**src/rtl/hazard_scoreboard.sv**
```systemverilog
// ----------------------------------------------------------------------------
// hazard_scoreboard
//
// Producer-side companion to the forwarding selector. It tracks the register
// writers in the E, M and W stages, owns the HI/LO multiply/divide busy
// window, and decides each cycle whether the instruction in D must stall.
//
// Parameters:
//   MULT_CYCLES  busy cycles after a mult/multu leaves E
//   DIV_CYCLES   busy cycles after a div/divu leaves E
//   CNT_W        md counter width, 2^CNT_W-1 >= max(MULT_CYCLES, DIV_CYCLES)
//
// Ports:
//   clk          rising-edge clock
//   reset        asynchronous active-low reset
//   d_valid      D holds a real instruction (0 = bubble)
//   d_rs, d_rt   source register addresses of the D instruction
//   d_tuse_rs/rt cycles until the source is consumed (0..2), 3 = unused
//   d_dst        destination register, 0 = no write
//   d_tnew       cycles after entering E until the result exists (0..2)
//   d_md_start   mult/multu/div/divu
//   d_md_is_div  with d_md_start: divide
//   d_md_use     mfhi/mflo/mthi/mtlo
//   stall        freeze F/D and inject a bubble into E
//   e/m/w_dst    destination held by each stage
//   e/m_ready    stage result is available for forwarding
//   md_busy      HI/LO unit busy
// ----------------------------------------------------------------------------
module hazard_scoreboard #(
    parameter int unsigned MULT_CYCLES = 5,
    parameter int unsigned DIV_CYCLES  = 10,
    parameter int unsigned CNT_W       = 4
) (
    input  logic       clk,
    input  logic       reset,
    input  logic       d_valid,
    input  logic [4:0] d_rs,
    input  logic [4:0] d_rt,
    input  logic [1:0] d_tuse_rs,
    input  logic [1:0] d_tuse_rt,
    input  logic [4:0] d_dst,
    input  logic [1:0] d_tnew,
    input  logic       d_md_start,
    input  logic       d_md_is_div,
    input  logic       d_md_use,
    output logic       stall,
    output logic [4:0] e_dst,
    output logic [4:0] m_dst,
    output logic [4:0] w_dst,
    output logic       e_ready,
    output logic       m_ready,
    output logic       md_busy
);

    localparam logic [CNT_W-1:0] MultLoad = CNT_W'(MULT_CYCLES);
    localparam logic [CNT_W-1:0] DivLoad  = CNT_W'(DIV_CYCLES);

    // Stage records. W only needs its destination: its tnew is always 0.
    logic [4:0]       e_dst_q, e_dst_d;
    logic [1:0]       e_tnew_q, e_tnew_d;
    logic             e_md_q, e_md_d;
    logic             e_div_q, e_div_d;
    logic [4:0]       m_dst_q, m_dst_d;
    logic [1:0]       m_tnew_q, m_tnew_d;
    logic [4:0]       w_dst_q, w_dst_d;
    logic [CNT_W-1:0] md_cnt_q, md_cnt_d;

    logic rs_hazard;
    logic rt_hazard;
    logic reg_stall;
    logic md_stall;
    logic md_busy_int;

    // E is the newest writer, so a match there hides any older match in M.
    // W is never consulted: its value is always forwardable.
    function automatic logic src_hazard(
        input logic [4:0] src,
        input logic [1:0] tuse,
        input logic [4:0] ex_dst,
        input logic [1:0] ex_tnew,
        input logic [4:0] mem_dst,
        input logic [1:0] mem_tnew
    );
        logic hz;
        hz = 1'b0;
        if ((tuse != 2'd3) && (src != 5'd0)) begin
            if (src == ex_dst) begin
                hz = (ex_tnew > tuse);
            end else if (src == mem_dst) begin
                hz = (mem_tnew > tuse);
            end
        end
        return hz;
    endfunction

    // ------------------------------------------------------------------
    // Stall decision (purely combinational, same cycle)
    // ------------------------------------------------------------------
    always_comb begin
        rs_hazard   = src_hazard(d_rs, d_tuse_rs, e_dst_q, e_tnew_q, m_dst_q, m_tnew_q);
        rt_hazard   = src_hazard(d_rt, d_tuse_rt, e_dst_q, e_tnew_q, m_dst_q, m_tnew_q);
        reg_stall   = d_valid & (rs_hazard | rt_hazard);
        // An md op sitting in E has not loaded the counter yet but already
        // owns HI/LO.
        md_busy_int = (md_cnt_q != '0) | e_md_q;
        md_stall    = d_valid & (d_md_start | d_md_use) & md_busy_int;
        stall       = reg_stall | md_stall;
    end

    // ------------------------------------------------------------------
    // Next-state: records advance every cycle
    // ------------------------------------------------------------------
    always_comb begin
        w_dst_d  = m_dst_q;
        m_dst_d  = e_dst_q;
        m_tnew_d = (e_tnew_q == 2'd0) ? 2'd0 : (e_tnew_q - 2'd1);

        if (stall || !d_valid) begin
            e_dst_d  = 5'd0;
            e_tnew_d = 2'd0;
            e_md_d   = 1'b0;
            e_div_d  = 1'b0;
        end else begin
            e_dst_d  = d_dst;
            e_tnew_d = d_tnew;
            e_md_d   = d_md_start;
            e_div_d  = d_md_start & d_md_is_div;
        end

        // Load wins over decrement.
        if (e_md_q) begin
            md_cnt_d = e_div_q ? DivLoad : MultLoad;
        end else if (md_cnt_q != '0) begin
            md_cnt_d = md_cnt_q - 1'b1;
        end else begin
            md_cnt_d = md_cnt_q;
        end
    end

    always_ff @(posedge clk or negedge reset) begin
        if (!reset) begin
            e_dst_q  <= 5'd0;
            e_tnew_q <= 2'd0;
            e_md_q   <= 1'b0;
            e_div_q  <= 1'b0;
            m_dst_q  <= 5'd0;
            m_tnew_q <= 2'd0;
            w_dst_q  <= 5'd0;
            md_cnt_q <= '0;
        end else begin
            e_dst_q  <= e_dst_d;
            e_tnew_q <= e_tnew_d;
            e_md_q   <= e_md_d;
            e_div_q  <= e_div_d;
            m_dst_q  <= m_dst_d;
            m_tnew_q <= m_tnew_d;
            w_dst_q  <= w_dst_d;
            md_cnt_q <= md_cnt_d;
        end
    end

    // ------------------------------------------------------------------
    // Outputs
    // ------------------------------------------------------------------
    // A $0 writer never advertises a ready result.
    always_comb begin
        e_dst   = e_dst_q;
        m_dst   = m_dst_q;
        w_dst   = w_dst_q;
        e_ready = (e_tnew_q == 2'd0) && (e_dst_q != 5'd0);
        m_ready = (m_tnew_q == 2'd0) && (m_dst_q != 5'd0);
        md_busy = md_busy_int;
    end

endmodule
```
**config.mk**
```make
export PLATFORM = sky130hd
export DESIGN_NAME = hazard_scoreboard
export DESIGN_NICKNAME = d
export VERILOG_FILES = /design/src/rtl/hazard_scoreboard.sv
export SDC_FILE = /design/constraint.sdc
export NUM_CORES = 1
export LEC_CHECK = 0
export ABC_AREA = 1
export ABC_CLOCK_PERIOD_IN_PS = 1700
export CORE_ASPECT_RATIO = 0.8
export CORE_UTILIZATION = 35
export DETAILED_ROUTE_END_ITERATION = 10
export GPL_ROUTABILITY_DRIVEN = 0
export HOLD_SLACK_MARGIN = 0.15
export SETUP_SLACK_MARGIN = 0.2
export SLEW_MARGIN = 25
export SYNTH_ARGS = -nofsm -noshare
export SYNTH_HDL_FRONTEND = slang
export SYNTH_SLANG_ARGS = --single-unit
```
**constraint.sdc**
```tcl
create_clock -name clk -period 1.7 [get_ports clk]
set_input_delay 0.34 -clock clk [delete_from_list [all_inputs] [get_ports clk]]
set_output_delay 0.34 -clock clk [all_outputs]
set_load 0.01 [all_outputs]
```
# Word-level counts from Yosys, hierarchy flattened
# Cells that the tools add are included.
# totals
output_inout_bits,19
elab_cells,56
input_bits,27
reg_bits,25
# classes
muxes,14
bitwise_logic,8
eq_ne,6
magnitude_cmp,4
n_addsub,2
n_reduce_logical,14
# ops
op,count
equality test 5 bit,4
nonzero test 5 bit,4
two-way mux 4 bit,3
greater-than comparator 2 bit,4
two-way mux 1 bit,8
two-way mux 5 bit,1
AND 1 bit,4
logical AND 1 bit,4
zero test 2 bit,2
two-way mux 2 bit,2
"inequality test 2 bit, second input constant",2
OR 1 bit,4
nonzero test 4 bit,1
"subtractor 4 x 1 -> 4 bit, second input constant",1
nonzero test 2 bit,1
"subtractor 2 x 1 -> 2 bit, second input constant",1
zero test 1 bit,1
logical OR 1 bit,1

# Depth between registers and ports, before layout
# logic_depth
ltp_word,9
depth_mapped,12
depth_no_buf,12

# Worst setup path before layout
# No wires, ideal clock.
# synth_timing
path_kind,in2out
startpoint,input port d_tuse_rs[1]
endpoint,output port stall
required_time_ns,1.360
arrival_time_ns,1.380
path_stages,9
path_slack_ns,-0.020
n_path_buf,0
path_cell_list,inv_1 -> ha_1 -> nand2_1 -> o21ai_0 -> nor2_1 -> nand3_1 -> nand2_1 -> nand3_2 -> a31oi_1
# synth_between
elab_chain_len,7
elab_cells_between_ends,10
cone_classes,order compare: 2; eq/ne: 1; mux: 3; bitwise: 3; reduce/logical: 1
# synth_rtl
element,line_no,rtl
from (decl),39,"input logic [1:0] d_tuse_rs,"
greater-than comparator 2 bit,90,hz = (mem_tnew > tuse);
two-way mux 1 bit,89,end else if (src == mem_dst) begin
two-way mux 1 bit,87,if (src == ex_dst) begin
two-way mux 1 bit *,86,if ((tuse != 2'd3) && (src != 5'd0)) begin
OR 1 bit *,102,reg_stall = d_valid & (rs_hazard | rt_hazard);
AND 1 bit *,102,
OR 1 bit *,107,stall = reg_stall | md_stall;
to (decl),46,"output logic stall,"
# Mark *: on every way between the ends. The rest lies on a longest branch, timed or not.

# Final worst setup path
# layout_timing
startpoint,register m_tnew_q[1]
endpoint,output port stall
# layout_between
elab_chain_len,7
elab_cells_between_ends,11
cone_classes,order compare: 2; mux: 6; bitwise: 3
# layout_rtl
element,line_no,rtl
from (decl),64,"logic [1:0] m_tnew_q, m_tnew_d;"
from (signal assigned),156,m_tnew_q <= m_tnew_d;
greater-than comparator 2 bit,90,
two-way mux 1 bit,89,
two-way mux 1 bit,87,
two-way mux 1 bit,86,
OR 1 bit *,102,
AND 1 bit *,102,
OR 1 bit *,107,
# Marks and branches as above.

==> reports/results.tsv <==
metric	value	unit
whs	0.431	ns
syn2layout_area_growth	70.6	%
violations	setup timing	
drt.antenna.violating_nets	0	
critPathLaunchType	flop	
path_delay_family	simple AND/OR/NAND/NOR gates	
clkLatencyLatePin	0.27	ns
synth_seq_cells	25	
syn-instance-count	197	
setup_viol	8	
drt-initial-drc-count	82	
cellPowerDensity	846	nW/um^2
critPathMaxFanout	3	
hold_viol	0	
die_area	4540	um^2
cp.required	1.36	ns
synth_area	1500	um^2
post-dp-hpwl	3010	um
cts_root_buf	clkbuf_8	
final_cells	351	
num_vias	1584	
layout_common_cells	nand2_1, buf_4, inv_1	
clockBufferDepth	2	
crit_arrival	1.83	ns
status	finished, violations left	
place_ws	-1.03	ns
cts-htree-levels	1	
crit_buf_inv	1	
tightest_slew	0.327	ns
portBuffers	45	
drv_cap	0	
viasPerCell	4.51	
crit_chain	ha_4 -> nand2_2 -> nand2_1 -> nand3_1 -> nor2_1 -> nand2_1 -> nand2_1 -> nand3_2 -> a31oi_4 -> buf_6	
drc	0	
seq_area_frac_synth	41.8	%
hold_buffers	0	
p_leak	1.46	nW
clkTransAtPathRegs	0.09	ns
initial_utilization	37.8	%
drv_slew	0	
cpMaxStageDelayCell	dfrtp_2	
r2r_cells	11	
multi_input_area	801	um^2
rsz0062_at_grt	true	
nFillCells	361	
synth.area.top_cells	dfrtp_1, nand2_1, inv_1	
endpoint_kind	output pin	
vdd_drop_max	0.493	mV
synth_top_area_share	41.8	%
insertedDiodeCount	0	
rows	20	
hold_class	input pin to asynchronous set/reset pin	
worst_slack	-0.467	ns
core	3950	um^2
final_common_cell	nand2_1	
gr-total-overflow	0	
cts.sinks	25	
drive_above_1_share	31.1	%
crit_path_frequent_cell	nand2_1	
synthesis.nets	234	
postSynthAreaPerCell	7.59	um^2
max_slew_margin	78.2	%
nNetsFinal	334	
detail_route.wl_per_cell	11.6	um
dp.cells	336	
skew	0.00698	ns
cts_tree	built	
wirelength	4070	um
pin_count	46	
fin_crit_sh	127	%
slowest_delay	0.47	ns
grt_pass1_wl	6390	um
cts_inserted_buffers	3	
fp.dieH	60.5	um
cp.depth	10	
max_freq	462	MHz
grt_start_max_net_pins	26	
synth_warnings	0	
grt_usage	19.2	%
antenna_found_initial	0	
min_period	2.17	ns
die_x	75.1	um
grt_pass1_vias	1427	
synth_cell_type_count	23	
synth.largest_area_cell	dfrtp_1	
dr.pass1.iters	4	
ff_latch_area	632	um^2
path_class	flop to output pin	
==> stage by stage <==
stage	total power [mW]	TNS, ns	utilization (%)	instance area [um^2]
global route	2.31	-1.53	64.5	2550
CTS	2.08	-0.537	62.5	2470
global placement	1.65	-5.33	58.7	2320
floorplan	1.17	0	-	1510
detailed placement	1.66	-5.57	58.7	2320
finish	2.16	-0.494	64.5	2550
==> synth_stat cells <==
library cell   n
nand3_1        7
xnor2_1        3
a31oi_1        1
nor2_2         2
inv_1         47
o22ai_1        1
o21ai_0        6
nand4_4        1
nand2_1       48
xor2_1         5
nor2_1        22
o31ai_1        1
or2_1          1
o311ai_0       1
o211ai_1       1
inv_2          1
nor3_1         1
nand4_1        6
nand3_2        2
a21oi_1        4
o21bai_1       1
ha_1          10
dfrtp_1       25
==> report_power, final <==
part	total (mW)	switching [mW]	leakage, nW	internal (mW)
Sequential	0.761	0.0719	0.327	0.689
Combinational	1.04	0.472	1.11	0.564
Clock	0.361	0.194	0.0228	0.168
==> repair_timing <==
action,CTS,global route
setup buffers,9,1
resized for setup,67,27
pin swaps,16,5
endpoints found under the setup margin,23,23
cloned,1,0
==> cells by family after synthesis <==
kind of cell             after synthesis  synth area share (%)
AO/OA/AOI/OAI                         16                  6.28
XOR/XNOR                               8                  4.69
adder cells (fa/ha/maj)               10                  8.37
buffers and inverters                 48                  12.1
flip-flops                            25                  41.8
AND/OR/NAND/NOR                       90                  26.8
==> final timing paths <==
| kind | endpoint | from | slack, ns |
|---|---|---|---|
| setup / recovery | stall | m_tnew_q[1] | -0.47 |
| hold / removal | w_dst[3] | reset | 0.43 |
| setup reg to reg | e_dst[0] | m_tnew_q[1] | -0.01 |
| hold reg to reg | m_dst[2] | e_dst[2] | 0.47 |
| max in group asynchronous | e_dst[1] | reset | 0.99 |
| min in group clk | m_dst[2] | e_dst[2] | 0.47 |
==> area by class of cell <==
cell class	count	area share [%]
clock buffer	4	1.77
multi-input combinational	125	31.4
sequential	25	24.8
timing repair buffer	94	32.2
tap	55	2.70
inverter	48	7.16
==> state kept, by name (all words and copies together) (netlist names) <==
| signal | cells |
|---|---|
| e_div_q | 1 |
| e_dst | 5 |
| e_md_q | 1 |
| e_tnew_q | 2 |
| m_dst | 5 |
| m_tnew_q | 2 |
| md_cnt_q | 4 |
| w_dst | 5 |
==> per-layer routing <==
metal / wire [um] / GRT usage, %
met1: 2000 / 28.0
met2: 1750 / 29.1
met3: 295 / 4.32
met4: 23 / 4.58
met5: 0 / 0
Power figures use the tool's default switching activity.
